--- src/rtl/icache_pkg.sv ---
// Shared types and default geometry for the direct-mapped instruction cache.
// Also exports the reset fetch address used by the fetch stage.
package icache_pkg;

  localparam int DEF_ADDRESS_WIDTH  = 32;
  localparam int DEF_SETS           = 16;
  localparam int DEF_WORDS_PER_LINE = 4;

  localparam int OFF_W = $clog2(DEF_WORDS_PER_LINE);
  localparam int IDX_W = $clog2(DEF_SETS);
  localparam int TAG_W = DEF_ADDRESS_WIDTH - IDX_W - OFF_W - 2;

  localparam logic [31:0] RESET_PC = 32'hBFC0_0000;

  typedef enum logic {
    IDLE   = 1'b0,
    REFILL = 1'b1
  } state_t;

endpackage

--- src/rtl/icache_fetch_if.sv ---
// Fetch-side and memory-side signals of the instruction cache.
// master = cache (read initiator), slave = fetch stage plus instruction memory.
interface icache_fetch_if #(
  parameter int ADDRESS_WIDTH = 32,
  parameter int DATA_WIDTH    = 32
) ();

  logic                     fetch_en_i;
  logic [ADDRESS_WIDTH-1:0] pc_i;
  logic                     flush_i;
  logic [DATA_WIDTH-1:0]    instr_o;
  logic                     instr_valid_o;
  logic                     stall_o;
  logic                     mem_req_o;
  logic [ADDRESS_WIDTH-1:0] mem_addr_o;
  logic                     mem_rvalid_i;
  logic [DATA_WIDTH-1:0]    mem_rdata_i;

  modport master (
    input  fetch_en_i, pc_i, flush_i, mem_rvalid_i, mem_rdata_i,
    output instr_o, instr_valid_o, stall_o, mem_req_o, mem_addr_o
  );

  modport slave (
    output fetch_en_i, pc_i, flush_i, mem_rvalid_i, mem_rdata_i,
    input  instr_o, instr_valid_o, stall_o, mem_req_o, mem_addr_o
  );

endinterface

--- src/rtl/icache_tag_array.sv ---
// Valid bits and tags for the direct-mapped cache: hit compare, line validate, clear-all.
// Only the valid bits are reset; tags are meaningless while their line is invalid.
module icache_tag_array #(
  parameter int SETS  = 16,
  parameter int IDX_W = 4,
  parameter int TAG_W = 24
) (
  input  logic             clk,
  input  logic             rst_n,
  input  logic [IDX_W-1:0] lookup_idx,
  input  logic [TAG_W-1:0] lookup_tag,
  output logic             hit,
  input  logic             set_en,
  input  logic [IDX_W-1:0] set_idx,
  input  logic [TAG_W-1:0] set_tag,
  input  logic             clear_all
);

  logic [SETS-1:0]  valid_q;
  logic [TAG_W-1:0] tag_q [SETS];

  // Clear-all wins over a same-cycle validate so an aborted refill never lands.
  always_ff @(posedge clk or negedge rst_n) begin
    if (!rst_n) begin
      valid_q <= '0;
    end else if (clear_all) begin
      valid_q <= '0;
    end else if (set_en) begin
      valid_q[set_idx] <= 1'b1;
    end
  end

  always_ff @(posedge clk) begin
    if (set_en) begin
      tag_q[set_idx] <= set_tag;
    end
  end

  assign hit = valid_q[lookup_idx] && (tag_q[lookup_idx] == lookup_tag);

endmodule

--- src/rtl/icache_fetch.sv ---
// Direct-mapped instruction cache: zero-latency hit path, line refill one word per beat.
// Optional hit/miss counters are built when ICACHE_PERF_EN is defined.
//
// state  | meaning
// IDLE   | lookup; hit served combinationally, miss with no flush starts a refill
// REFILL | requesting line words from memory, pipeline stalled
module icache_fetch
  import icache_pkg::*;
#(
  parameter int ADDRESS_WIDTH  = 32,
  parameter int DATA_WIDTH     = 32,
  parameter int SETS           = 16,
  parameter int WORDS_PER_LINE = 4
) (
  input  logic           clk,
  input  logic           rst_n,
  icache_fetch_if.master bus
`ifdef ICACHE_PERF_EN
  ,
  output logic [31:0]    hit_cnt_o,
  output logic [31:0]    miss_cnt_o
`endif
);

  localparam int OFF_B = $clog2(WORDS_PER_LINE);
  localparam int IDX_B = $clog2(SETS);
  localparam int TAG_B = ADDRESS_WIDTH - IDX_B - OFF_B - 2;

  state_t                  state_q;
  logic [OFF_B-1:0]        beat_q;
  logic                    abort_q;
  logic [TAG_B-1:0]        ref_tag_q;
  logic [IDX_B-1:0]        ref_idx_q;
  logic [DATA_WIDTH-1:0]   data_q [SETS][WORDS_PER_LINE];

  logic [TAG_B-1:0]        pc_tag;
  logic [IDX_B-1:0]        pc_idx;
  logic [OFF_B-1:0]        pc_word;
  logic                    unused_byte_off;
  logic                    tag_hit;
  logic                    in_idle;
  logic                    hit;
  logic                    start_refill;
  logic                    beat_ok;
  logic                    last_beat;
  logic                    set_en;

  assign pc_tag          = bus.pc_i[ADDRESS_WIDTH-1 -: TAG_B];
  assign pc_idx          = bus.pc_i[OFF_B+2 +: IDX_B];
  assign pc_word         = bus.pc_i[2 +: OFF_B];
  assign unused_byte_off = ^bus.pc_i[1:0];

  assign in_idle      = (state_q == IDLE);
  assign hit          = rst_n & in_idle & bus.fetch_en_i & ~bus.flush_i & tag_hit;
  assign start_refill = in_idle & bus.fetch_en_i & ~bus.flush_i & ~tag_hit;
  assign beat_ok      = ~in_idle & bus.mem_rvalid_i;
  assign last_beat    = (beat_q == OFF_B'(WORDS_PER_LINE - 1));
  assign set_en       = beat_ok & last_beat & ~abort_q & ~bus.flush_i;

  icache_tag_array #(
    .SETS  (SETS),
    .IDX_W (IDX_B),
    .TAG_W (TAG_B)
  ) u_tags (
    .clk        (clk),
    .rst_n      (rst_n),
    .lookup_idx (pc_idx),
    .lookup_tag (pc_tag),
    .hit        (tag_hit),
    .set_en     (set_en),
    .set_idx    (ref_idx_q),
    .set_tag    (ref_tag_q),
    .clear_all  (bus.flush_i)
  );

  always_ff @(posedge clk or negedge rst_n) begin
    if (!rst_n) begin
      state_q <= IDLE;
      beat_q  <= '0;
      abort_q <= 1'b0;
    end else begin
      case (state_q)
        IDLE: begin
          if (start_refill) begin
            state_q <= REFILL;
            beat_q  <= '0;
            abort_q <= 1'b0;
          end
        end
        REFILL: begin
          if (bus.flush_i) begin
            abort_q <= 1'b1;
          end
          if (bus.mem_rvalid_i) begin
            beat_q <= beat_q + 1'b1;
            if (last_beat) begin
              state_q <= IDLE;
              abort_q <= 1'b0;
            end
          end
        end
        default: state_q <= IDLE;
      endcase
    end
  end

  // Line address and data storage carry no reset; only valid bits gate their use.
  always_ff @(posedge clk) begin
    if (start_refill) begin
      ref_tag_q <= pc_tag;
      ref_idx_q <= pc_idx;
    end
    if (beat_ok) begin
      data_q[ref_idx_q][beat_q] <= bus.mem_rdata_i;
    end
  end

  assign bus.instr_valid_o = hit;
  assign bus.instr_o       = hit ? data_q[pc_idx][pc_word] : '0;
  assign bus.stall_o       = rst_n & (~in_idle | (bus.fetch_en_i & ~hit));
  assign bus.mem_req_o     = ~in_idle;
  assign bus.mem_addr_o    = in_idle ? '0 : {ref_tag_q, ref_idx_q, beat_q, 2'b00};

`ifdef ICACHE_PERF_EN
  always_ff @(posedge clk or negedge rst_n) begin
    if (!rst_n) begin
      hit_cnt_o  <= '0;
      miss_cnt_o <= '0;
    end else begin
      if (hit && (hit_cnt_o != 32'hFFFF_FFFF)) begin
        hit_cnt_o <= hit_cnt_o + 32'd1;
      end
      if (start_refill && (miss_cnt_o != 32'hFFFF_FFFF)) begin
        miss_cnt_o <= miss_cnt_o + 32'd1;
      end
    end
  end
`endif

endmodule

--- src/flat_wrapper.sv ---
// flat-port wrapper written by rule: the top's interface ports become plain ports
module icache_fetch_flat import icache_pkg::*;
#(
  parameter int ADDRESS_WIDTH  = 32,
  parameter int DATA_WIDTH     = 32,
  parameter int SETS           = 16,
  parameter int WORDS_PER_LINE = 4
)
  (clk, rst_n, bus_fetch_en_i, bus_pc_i, bus_flush_i, bus_mem_rvalid_i, bus_mem_rdata_i, bus_instr_o, bus_instr_valid_o, bus_stall_o, bus_mem_req_o, bus_mem_addr_o);
  icache_fetch_if #(.ADDRESS_WIDTH(ADDRESS_WIDTH), .DATA_WIDTH(DATA_WIDTH)) bus_i ();
  input  logic clk;
  input  logic rst_n;
  input wire logic [$bits(bus_i.fetch_en_i)-1:0] bus_fetch_en_i;
  input wire logic [$bits(bus_i.pc_i)-1:0] bus_pc_i;
  input wire logic [$bits(bus_i.flush_i)-1:0] bus_flush_i;
  input wire logic [$bits(bus_i.mem_rvalid_i)-1:0] bus_mem_rvalid_i;
  input wire logic [$bits(bus_i.mem_rdata_i)-1:0] bus_mem_rdata_i;
  output wire logic [$bits(bus_i.instr_o)-1:0] bus_instr_o;
  output wire logic [$bits(bus_i.instr_valid_o)-1:0] bus_instr_valid_o;
  output wire logic [$bits(bus_i.stall_o)-1:0] bus_stall_o;
  output wire logic [$bits(bus_i.mem_req_o)-1:0] bus_mem_req_o;
  output wire logic [$bits(bus_i.mem_addr_o)-1:0] bus_mem_addr_o;
  assign bus_i.fetch_en_i = bus_fetch_en_i;
  assign bus_i.pc_i = bus_pc_i;
  assign bus_i.flush_i = bus_flush_i;
  assign bus_i.mem_rvalid_i = bus_mem_rvalid_i;
  assign bus_i.mem_rdata_i = bus_mem_rdata_i;
  assign bus_instr_o = bus_i.instr_o;
  assign bus_instr_valid_o = bus_i.instr_valid_o;
  assign bus_stall_o = bus_i.stall_o;
  assign bus_mem_req_o = bus_i.mem_req_o;
  assign bus_mem_addr_o = bus_i.mem_addr_o;
  icache_fetch #(.ADDRESS_WIDTH(ADDRESS_WIDTH), .DATA_WIDTH(DATA_WIDTH), .SETS(SETS), .WORDS_PER_LINE(WORDS_PER_LINE)) u_core (.clk(clk), .rst_n(rst_n), .bus(bus_i));
endmodule
--- config.mk ---
export PLATFORM = sky130hd
export DESIGN_NAME = icache_fetch_flat
export DESIGN_NICKNAME = d
export VERILOG_FILES = /design/src/rtl/icache_pkg.sv /design/src/rtl/icache_fetch_if.sv /design/src/rtl/icache_tag_array.sv /design/src/rtl/icache_fetch.sv /design/src/flat_wrapper.sv
export SDC_FILE = /design/constraint.sdc
export NUM_CORES = 2
export LEC_CHECK = 0
export ABC_AREA = 1
export CAP_MARGIN = 0
export CORE_MARGIN = 2
export CORE_UTILIZATION = 55
export CTS_CLUSTER_SIZE = 25
export DETAILED_ROUTE_END_ITERATION = 16
export PLACE_DENSITY = 0.71
export REMOVE_ABC_BUFFERS = 1
export SYNTH_ARGS = -nofsm -noshare
export SYNTH_HDL_FRONTEND = slang
export SYNTH_SLANG_ARGS = --single-unit
--- constraint.sdc ---
create_clock -name clk -period 7.4 [get_ports clk]
set_input_delay 0.74 -clock clk [delete_from_list [all_inputs] [get_ports clk]]
set_output_delay 0.74 -clock clk [all_outputs]
set_load 0.03 [all_outputs]
==> impl_metrics.py <==
metrics = {
    "critical_path": {
        "r2r_start": "u_core.bus.mem_req_o$_DFF_PN0_",
        "critPathSlowestCell": "buf_4",
        "cp_max_fo": 177,
        "path_depth": 11,
        "critPathTopFamily": "buffers and inverters",
        "worstPathArrival_ns": 5.60,
        "end_kind": "output port",
        "max_stage_delay_ns": 0.95,
        "cp_num_buf_inv": 4,
        "r2r_cells": 5,
        "rr_endpoint": "u_core.u_tags.tag_q[5][11]$_DFFE_PP_",
        "crit_path_start": "bus_pc_i[4]",
        "r2r_slack_ns": 3.97,
        "crit_top_cell": "nand3_1",
        "startpoint_type": "primary input",
        "path_class": "in2out",
        "worstPathRequired_ns": 6.66,
        "crit_chain": "buf_8 -> buf_12 -> buf_4 -> a21oi_1 -> a221o_1 -> o211ai_1 -> nand3_1 -> nand3_1 -> nand2_1 -> nor2_1 -> clkdlybuf4s50_1",
        "critPathCapture": "bus_instr_o[7]",
    },
    "cts": {
        "cts_resized": 0,
        "postCtsSetupBuffers": 0,
        "insertion_delay_ns": 0.88,
        "clkSinkCount": 2480,
        "cts-buffers-inserted": 234,
        "cts_buffer_depth": 3,
        "holdBufCountCts": 0,
        "cts_tree": "built",
        "root_buffer": "clkbuf_16",
        "htree_levels": 4,
        "clkSlewWorstSetupHoldPaths_ns": 0.06,
    },
    "timing": {
        "setup_viol": 0,
        "report.final.slew_viol_count": 0,
        "fin_ws_ns": 1.058,
        "hold_viol": 0,
        "rsz0062_at_grt": "no",
        "max_slew_margin_pct": 17.51,
        "fin_worst_skew_ns": 0.05428,
        "fmax_mhz": 157.7,
        "finalCritPeriodShare_pct": 85.70,
        "worst_slew_pin_slew_ns": 1.234,
        "holdWs_ns": 0.4495,
        "timing.setup.tns_ns": 0,
        "timing.final.crit_period_ns": 6.342,
    },
    "floorplan": {
        "io_pins": 136,
        "coreArea_sq_um": 178600,
        "die_width_um": 428.2,
        "initial_utilization_pct": 55.40,
        "rows": 155,
        "die-area_sq_um": 183300,
        "die_h_um": 428.2,
    },
    "synth": {
        "synthArstFlopShare_pct": 0.8065,
        "synth_seq_cells": 2480,
        "synthCells": 7544,
        "ys_seq_area_share_pct": 75.15,
        "synth_area_leaders": "edfxtp_1, nand2_1, o21ai_0",
        "synth_ff_type": "edfxtp_1",
        "yosysWarnings": 0,
        "netlist.area_leader.share_pct": 74.65,
        "synth_top_area_cell": "edfxtp_1",
        "syn_area_per_cell_sq_um": 13.12,
        "syn_area_sq_um": 98960,
        "synth_edf_count": 2460,
        "ys_types": 32,
    },
    "hold_path": {
        "hold_path.class": "in2async",
    },
    "place": {
        "place_ws_ns": 1.302,
        "gp_congestion": 0.8425,
        "hpwl_mm": 135.8,
        "dp.cells": 9649,
        "io_buffers": 131,
    },
    "global_routing": {
        "grt_usage_pct": 29.56,
        "antenna_found_initial": 6,
        "grt_pass1_wl_mm": 401.3,
        "grt_max_degree": 240,
        "grt_remaining_overflow": 0,
        "grt_pass1_vias": 62764,
    },
    "cells_and_area": {
        "layoutNonFillerInstCount": 10086,
        "nets": 7603,
        "drive_gt1_share_pct": 7.893,
        "final_cell_mix": "edfxtp_1, nand2_1, o21ai_0",
        "syn_to_final_growth_pct": 11.17,
        "layout_commonest_cell": "edfxtp_1",
    },
    "power": {
        "leakage_uw": 0.03679,
        "power_density_nw_per_um2": 267.2,
        "irDropWorstVdd_mv": 0.2544,
        "power.total_uw": 29390,
    },
    "route": {
        "wl_mm": 276.5,
        "vias": 65017,
        "drt_iter0_markers": 9158,
        "viasPerCell": 6.446,
        "routedWlPerCell_um": 27.41,
        "ant_nets": 0,
        "first_pass_iters": 6,
        "drc": 0,
    },
    "status": {
        "status": "completed",
    },
    "flow_run": {
        "maxCapViolCount": 0,
    },
}
-- layer usage --
layer / track usage (%) / wire (um) / up-vias / share of wire [%]
li1: - / - / 27992 / -
met1: 39.42 / 101200 / 32210 / 37
met2: 46.89 / 128900 / 4141 / 47
met3: 4.933 / 31070 / 674 / 11
met4: 15.88 / 15270 / 0 / 5.5
met5: 0 / 0 / - / 0
-- worst min-delay path by stage --
stage / start / to / slack [ns] / cells after the start
floorplan: rst_n / u_core.abort_q$_DFFE_PN0P_ / 0.44 / 0
global placement: u_core.u_tags.valid_q[15]$_DFFE_PN0P_ / u_core.u_tags.valid_q[15]$_DFFE_PN0P_ / 0.46 / 1
detailed placement: u_core.u_tags.valid_q[12]$_DFFE_PN0P_ / u_core.u_tags.valid_q[12]$_DFFE_PN0P_ / 0.47 / 1
CTS: bus_pc_i[4] / u_core.ref_idx_q[0]$_DFFE_PP_ / 0.40 / 1
global route: bus_pc_i[4] / u_core.ref_idx_q[0]$_DFFE_PP_ / 0.46 / 1
finish: rst_n / u_core.u_tags.valid_q[9]$_DFFE_PN0P_ / 0.45 / 1
-- layout make-up --
class	count	area, sq um
flip-flops and latches	2480	74370
repair buffers	294	2586
clock buffers	280	6050
fillers	12913	68600
inverters	185	721.9
well taps	2355	2947
clock inverters	154	1232
diodes	3	7.507
multi-input cells	4335	22100
-- cell families after synthesis --
family	share of synthesized area, %
DFF	75.15
buffers and inverters	3.107
other	0.003789
adders and majority gates	0.05058
AOI/OAI and AO/OA	10.90
and+or+nand+nor	10.78
-- state kept, by name (all words and copies together) (netlist names) --
register	cells
u_core.ref_tag_q	24
u_core.beat_q	2
u_core.data_q	2048
u_core.u_tags.valid_q	16
u_core.ref_idx_q	4
u_core.bus.mem_req_o	1
u_core.abort_q	1
u_core.u_tags.tag_q	384
-- worst register-to-register path, stage by stage, from the launching register on --
cell and delay [ns]:
dfrtp_1 0.35, buf_4 0.46, nand2_1 0.26, nor2_1 0.25, nand3_1 0.53, nor2_4 1.14
-- where the power goes --
part	leakage (uW)	internal, uW	switching [uW]	total, uW
Sequential	0.0224	15600	78.5	15700
Clock	0.00357	6280	5180	11500
Combinational	0.0108	546	1680	2230
-- cells in the mapped netlist, types with 128 or more instances --
cell         n
buf_2      183
o21ai_0    593
nor2_1     661
nand3_1    438
o211ai_1   136
nand2_1   1551
clkbuf_1   299
inv_1      180
edfxtp_1  2460
a21oi_1    393
a32o_1     128
o221ai_1   256
-- through the flow --
| stage | instance area, sq um | util, % |
|---|---|---|
| after floorplan | 96580 | - |
| after global placement | 102700 | 57.51 |
| after detailed placement | 102700 | 57.51 |
| after CTS | 110000 | 61.59 |
| after global routing | 110000 | 61.59 |
| final | 110000 | 61.59 |
(Power assumes the default switching activity.)
